--- config.mk ---
export PLATFORM = sky130hd
export DESIGN_NAME = mem_stall_ctrl
export DESIGN_NICKNAME = d
export VERILOG_FILES = /design/src/rtl/cpu_pkg.sv /design/src/rtl/sat_counter.sv /design/src/rtl/mem_stall_ctrl.sv
export SDC_FILE = /design/constraint.sdc
export NUM_CORES = 1
export LEC_CHECK = 0
export CORE_ASPECT_RATIO = 0.7
export CORE_MARGIN = 5
export CORE_UTILIZATION = 46
export CTS_BUF_LIST = sky130_fd_sc_hd__clkbuf_8 sky130_fd_sc_hd__clkbuf_16
export DETAILED_ROUTE_END_ITERATION = 12
export DONT_BUFFER_PORTS = 1
export GPL_TIMING_DRIVEN = 0
export PLACE_DENSITY = 0.58
export SLEW_MARGIN = 30
export SYNTH_ARGS = -nofsm -noshare
export SYNTH_HDL_FRONTEND = slang
export SYNTH_SLANG_ARGS = --single-unit
--- constraint.sdc ---
create_clock -name clk_i -period 3.5 [get_ports clk_i]
set_input_delay 0.35 -clock clk_i [delete_from_list [all_inputs] [get_ports clk_i]]
set_output_delay 0.35 -clock clk_i [all_outputs]
set_load 0.01 [all_outputs]
--- src/rtl/cpu_pkg.sv ---
// Shared pipeline definitions: MEM-stage controller state encoding and datapath width.
package cpu_pkg;

    localparam int DATA_W = 32;

    typedef enum logic [1:0] {
        IDLE  = 2'd0,
        BUSY  = 2'd1,
        DONE  = 2'd2,
        ERROR = 2'd3
    } mem_state_t;

endpackage

--- src/rtl/sat_counter.sv ---
// Enable-driven up counter that sticks at all-ones instead of wrapping.
module sat_counter #(
    parameter int W = 32
) (
    input  logic         clk_i,
    input  logic         rst_n,
    input  logic         en,
    output logic [W-1:0] count
);

    always_ff @(posedge clk_i or negedge rst_n) begin
        if (!rst_n) begin
            count <= '0;
        end else if (en && (count != {W{1'b1}})) begin
            count <= count + 1'b1;
        end
    end

endmodule

--- src/rtl/mem_stall_ctrl.sv ---
// MEM-stage sequencer: issues one request per EX/MEM memory instruction, freezes the
// pipeline until the ack arrives, flags a hung memory and counts stall cycles.
module mem_stall_ctrl
    import cpu_pkg::*;
#(
    parameter int TIMEOUT = 255,
    parameter int CNT_W   = 32
) (
    input  logic              clk_i,
    input  logic              rst_i,
    input  logic              MemRead_i,
    input  logic              MemWrite_i,
    input  logic [DATA_W-1:0] ALU_result_i,
    input  logic [DATA_W-1:0] Write_Data_i,
    output logic              stall_o,
    output logic              mem_req_o,
    output logic              mem_we_o,
    output logic [DATA_W-1:0] mem_addr_o,
    output logic [DATA_W-1:0] mem_wdata_o,
    input  logic              mem_ack_i,
    input  logic [DATA_W-1:0] mem_rdata_i,
    output logic [DATA_W-1:0] Read_Data_o,
    output logic              err_o,
    output logic [CNT_W-1:0]  stall_cnt_o
);

    localparam logic [15:0] TMO_LAST = 16'(TIMEOUT - 1);

    mem_state_t  state;
    logic [15:0] tmo_cnt;

    // Stall is gated by reset so the pipeline is released the moment reset asserts.
    always_comb begin
        stall_o = 1'b0;
        unique case (state)
            IDLE:    stall_o = MemRead_i | MemWrite_i;
            BUSY:    stall_o = 1'b1;
            DONE:    stall_o = 1'b0;
            ERROR:   stall_o = 1'b1;
            default: stall_o = 1'b0;
        endcase
        stall_o = stall_o & rst_i;
    end

    always_ff @(posedge clk_i or negedge rst_i) begin
        if (!rst_i) begin
            state       <= IDLE;
            tmo_cnt     <= '0;
            mem_req_o   <= 1'b0;
            mem_we_o    <= 1'b0;
            mem_addr_o  <= '0;
            mem_wdata_o <= '0;
            Read_Data_o <= '0;
            err_o       <= 1'b0;
        end else begin
            unique case (state)
                IDLE: begin
                    if (MemRead_i || MemWrite_i) begin
                        mem_req_o   <= 1'b1;
                        mem_we_o    <= MemWrite_i;
                        mem_addr_o  <= ALU_result_i;
                        mem_wdata_o <= Write_Data_i;
                        tmo_cnt     <= '0;
                        state       <= BUSY;
                    end
                end
                // tmo_cnt holds the number of BUSY cycles already completed without ack.
                BUSY: begin
                    if (mem_ack_i) begin
                        if (!mem_we_o) begin
                            Read_Data_o <= mem_rdata_i;
                        end
                        mem_req_o <= 1'b0;
                        tmo_cnt   <= '0;
                        state     <= DONE;
                    end else if (tmo_cnt == TMO_LAST) begin
                        mem_req_o <= 1'b0;
                        err_o     <= 1'b1;
                        state     <= ERROR;
                    end else begin
                        tmo_cnt <= tmo_cnt + 16'd1;
                    end
                end
                DONE:    state <= IDLE;
                ERROR:   state <= ERROR;
                default: state <= IDLE;
            endcase
        end
    end

    sat_counter #(.W(CNT_W)) u_stall_cnt (
        .clk_i (clk_i),
        .rst_n (rst_i),
        .en    (stall_o),
        .count (stall_cnt_o)
    );

endmodule

Word level (Yosys, flattened, before mapping)
Cells that the tools add are included.
{"block": "classes", "n_addsub": 2, "eq_ne": 8, "n_mux": 13, "n_bitwise": 4, "n_reduce_logical": 11}
{"cell": "$mux W16", "n": 3}
{"cell": "$add A32 B1 Y32 const B", "n": 1}
{"cell": "$ne A32 B32 Y1 const B", "n": 1}
{"cell": "$pmux W16 S2", "n": 1}
{"cell": "$add A16 B1 Y16 const B", "n": 1}
{"cell": "$eq A16 B8 Y1 const B", "n": 1}
{"cell": "$reduce_and A3 Y1", "n": 4}
{"cell": "$pmux W2 S4", "n": 1}
{"cell": "$mux W2", "n": 3}
{"cell": "$ne A3 B3 Y1 const B", "n": 2}
{"cell": "$eq A2 B2 Y1 const B", "n": 2}
{"cell": "$reduce_and A2 Y1", "n": 2}
{"cell": "$mux W1", "n": 3}
{"cell": "$pmux W1 S3", "n": 1}
{"cell": "$eq A2 B1 Y1 const B", "n": 1}
{"cell": "$logic_not A2 Y1", "n": 1}
{"cell": "$ne A2 B2 Y1 const B", "n": 1}
{"cell": "$not A1 Y1", "n": 2}
{"cell": "$pmux W1 S2", "n": 1}
{"cell": "$reduce_bool A2 Y1", "n": 1}
{"cell": "$reduce_or A2 Y1", "n": 1}
{"cell": "$and A1 B1 Y1", "n": 1}
{"cell": "$logic_and A1 B1 Y1", "n": 1}
{"cell": "$logic_or A1 B1 Y1", "n": 1}
{"cell": "$or A1 B1 Y1", "n": 1}
{"block": "word_totals", "ff_bits": 149, "input_bits": 101, "output_inout_bits": 132, "word_cells": 47}

Depth between registers and ports, before layout
{"block": "logic_depth", "word_depth": 5, "ltp_mapped": 8}

Modules after synthesis
From an unflattened synthesis, not the netlist that was laid out.
{"block": "unflattened", "hier_cells": 485, "area_unflattened_um2": 6377.4}
{"module": "mem_stall_ctrl", "instances": 1, "cells_per_inst": 334, "area_each_um2": 4753.3, "seq_area_each_um2": 2927.8}
{"module": "sat_counter", "instances": 1, "cells_per_inst": 151, "area_each_um2": 1624.1, "seq_area_each_um2": 800.8}

Worst setup path before layout
Ideal clock, no wire load.
{"block": "synth_timing", "kind": "register to register", "from": "reg u_stall_cnt.count[2]", "to": "reg u_stall_cnt.count[1]", "setup_time_ns": 0.125, "t_arrival_ns": 1.703, "required_time_ns": 3.375, "slack_ns": 1.672, "path_stages_with_launch": 7, "path_buffers": 1, "cell_sequence": "dfrtp_1 and4_1 buf_6 nand4_4 nor4_4 nor2_2 mux2_4"}
{"block": "synth_via", "elab_chain_cells": 2}
{"element": "from (decl)", "line_no": "sat_counter.sv:8", "text": "output logic [W-1:0] count"}
{"element": "from (signal assigned)", "line_no": "sat_counter.sv:15", "text": "count <= count + 1'b1;"}
{"element": "$ne A32 B32 Y1", "line_no": "sat_counter.sv:14", "text": "end else if (en && (count != {W{1'b1}})) begin"}
{"element": "$logic_and A1 B1 Y1", "line_no": "sat_counter.sv:14"}
Every way passes these cells.
A chain may end at the register's enable or synchronous reset.

Final worst setup path
{"block": "layout_timing", "from": "reg state[1]", "to": "reg Read_Data_o[21]"}
{"block": "layout_via", "elab_chain_cells": 2}
{"element": "from (decl)", "line_no": "mem_stall_ctrl.sv:29", "text": "mem_state_t state;"}
{"element": "from (signal assigned)", "line_no": "mem_stall_ctrl.sv:47", "text": "state <= IDLE;"}
{"element": "from (signal assigned)", "line_no": "mem_stall_ctrl.sv:64", "text": "state <= BUSY;"}
{"element": "from (signal assigned)", "line_no": "mem_stall_ctrl.sv:75", "text": "state <= DONE;"}
{"element": "$eq A2 B1 Y1", "line_no": "mem_stall_ctrl.sv:56", "text": "unique case (state)"}
{"element": "$reduce_and A3 Y1 (no source line)"}
{"element": "to (signal assigned)", "line_no": "mem_stall_ctrl.sv:71", "text": "Read_Data_o <= mem_rdata_i;"}
{"element": "to (decl)", "line_no": "mem_stall_ctrl.sv:22", "text": "output logic [DATA_W-1:0] Read_Data_o,"}
Every way passes these cells.

==> reports/results.ini <==
[routing]
first_iter_violations = 336
ant_nets = 0
drt-pass1-iter-count = 4
wirelength_um = 14600
route.detailed.drc = 0
dr_total_vias = 3896
vias_per_cell = 5.55
wl_per_cell_um = 20.8

[setup_path]
worstPathArrival_ps = 2430
crit_slowest_cell = nor3b_1
crit_type = register to register
required_ps = 3790
crit_chain = nand2b_4 -> nor3b_1 -> buf_2 -> mux2_2
crit_buf_inv = 1
max_stage_delay_ps = 640
crit_path_end_kind = register
cp_max_fo = 10
crit_path_start_kind = register
crit_family = simple AND/OR/NAND/NOR gates

[yosys]
async_reset_ff_frac = 1.00
synthCells = 480
synth_cell_types = 53
synth-edff-count = 0
netlist_area_mm2 = 0.00636
syn_avg_cell_area_um2 = 13.3
yosys-top-cells-area = dfrtp_1 59%, mux2_2 17%, xor2_1 2.2%
ys_ff_latch = 149
yosysSeqAreaShare = 0.586
syn-num-nets = 584
synth_largest_area_cell = dfrtp_1
synth_top_area_share = 0.586
ys_warn_count = 0
synthFlopType = dfrtp_1

[finish]
fillers = 1197
nNetsFinal = 603
seqCellArea_mm2 = 0.00373
area_delta_synth_final_pct = 12.5
multiInputGateArea_mm2 = 0.00252
diodes = 0
drive_above_1_share = 0.305

[clocking]
path_clk_slew_ps = 60
cts-resized-gates = 0
post_cts_buffers = 0
numCtsBuffers = 17
cts.sinks = 149
root_buffer = clkbuf_16
cts_tree = yes
clk_latency_ps = 420
h-tree-depth = 4
clockBufferDepth = 2

[floorplanning]
die_w_um = 151
ios = 233
rows = 36
core_mm2 = 0.0137
initial_utilization = 0.463
dieArea_mm2 = 0.0163
die_h_um = 108

[timing]
timing.final.crit_share = 0.611
hold_viol_final = 149
fin_crit_ps = 2140
setup_tns_ps = 0
tightest_slew_ps = 780
skew_ps = 9.72
setup_viol_count_final = 0
setup_ws_ps = 1360
slew_headroom = 0.479
slew_violations = 0
rsz0062_at_grt = no
worst_hold_slack_ps = -365
timing.fmax_ghz = 0.468

[job]
maxCapViolations = 0

[global_routing]
grt_pass1_wl_um = 22500
overflow = 0
grt_max_degree = 152
antenna_found_initial = 0
track_usage = 0.179
grt_pass1_vias = 4057

[placement]
globalplace.congestion = 0.772
pre_cts_ws_ps = 1300
io_buffer_count = 0
dp_hpwl_um = 10700

[power_and_ir_drop]
leakagePower_uw = 0.00310
p_total_uw = 6290
ir_drop_v = 0.000431
power_density_mw_per_mm2 = 878

[status]
violations = hold timing
status = finished with violations

[min_path]
min_path_type = input pin to async pin

power by group:
group	switching, µW	internal (µW)
clock	726	982
combinational	558	782
sequential	855	2380
total	2140	4150
worst register-to-register path, delay by kind of cell, from the launching register on:
kind	cells	cell delay, ps
muxes	1	370
DFF	1	440
and+or+nand+nor	2	830
buffers and inverters	1	390
cells in the mapped netlist, types with 2 or more instances:
cell,number
nand4b_1,2
a21oi_1,6
nor3b_1,2
nand4_1,13
and3_1,10
or2_2,4
nor3_1,13
inv_1,4
mux2_2,96
and4_1,8
or3_1,7
nor4_4,2
nand3_1,17
o21ai_1,5
xor2_1,16
o21ai_0,11
a21o_1,2
nand2_1,24
and2_1,6
xnor2_1,14
o21a_1,2
buf_2,9
buf_4,2
ha_1,3
buf_1,2
nor2_1,15
nor4b_1,2
a31oi_1,6
dfrtp_1,149
clkbuf_1,4
nor4_1,2
through the flow:
step | instance area, µm² | cells | hold WS (ps) | utilization
final | 7160 | 702 | -365 | 0.521
after detailed placement | 6600 | 670 | 60.5 | 0.480
after floorplan | 6360 | 480 | 54.4 | -
after global placement | 6600 | 670 | 61.1 | 0.480
after global routing | 7160 | 702 | -388 | 0.521
after CTS | 7160 | 702 | -393 | 0.521
flip-flops by register name, summed over array words and instances, names as in the netlist:
signal and cells:
Read_Data_o 32, mem_addr_o 32, mem_wdata_o 32, u_stall_cnt.count 32
tmo_cnt 16, state 2, err_o 1, mem_req_o 1
mem_we_o 1
layout make-up:
type | count | area share
flip-flops and latches | 149 | 0.521
multi-input cells | 309 | 0.353
clock buffers | 17 | 0.0594
well taps | 190 | 0.0332
clock inverters | 15 | 0.0185
plain buffers | 18 | 0.0131
inverters | 4 | 0.00210
metal layers:
metal  share of wire  global-route usage  vias up
met5               0                   0        -
met4           0.014              0.0731        0
met3            0.11              0.0704       17
met2            0.47               0.272      169
met1            0.41               0.229     1943
li1                -                   -     1767
layout by cell type (no fill, tap or decap), types with 3 or more instances in the layout:
| cell type | count |
|---|---|
| buf_2 | 9 |
| a21oi_1 | 6 |
| clkbuf_16 | 17 |
| nand4_1 | 13 |
| inv_1 | 5 |
| or3_1 | 7 |
| and3_1 | 10 |
| o21ai_1 | 5 |
| or2_2 | 4 |
| ha_1 | 3 |
| nor3_1 | 13 |
| nor2_1 | 15 |
| and2_1 | 6 |
| a31oi_1 | 6 |
| nand3_1 | 17 |
| clkinv_2 | 3 |
| o21ai_0 | 11 |
| mux2_2 | 96 |
| inv_6 | 4 |
| dfrtp_1 | 149 |
| xnor2_1 | 14 |
| clkinv_4 | 3 |
| and4_1 | 8 |
| nand2_1 | 24 |
| clkbuf_1 | 4 |
| xor2_1 | 16 |
| clkinvlp_4 | 3 |
cell families after synthesis:
group	share of synthesized area
xor gates and xnor gates	0.0413
adders and majority gates	0.00590
AOI/OAI and AO/OA	0.0427
and+or+nand+nor	0.133
muxes	0.174
buffers and inverters	0.0171
DFF	0.586
path summary, 6_finish.rpt:
path	cells after the start	end	from	slack [ps]
min in group clk_i	1	mem_we_o	MemWrite_i	80
max in group asynchronous	0	u_stall_cnt.count[26]	rst_i	3590
worst max register to register	4	Read_Data_o[21]	state[1]	1360
worst min register to register	1	tmo_cnt[7]	tmo_cnt[7]	480
worst max-delay path	4	Read_Data_o[21]	state[1]	1360
worst min-delay path	0	mem_addr_o[27]	rst_i	-360
Power figures use the tool's default switching activity.
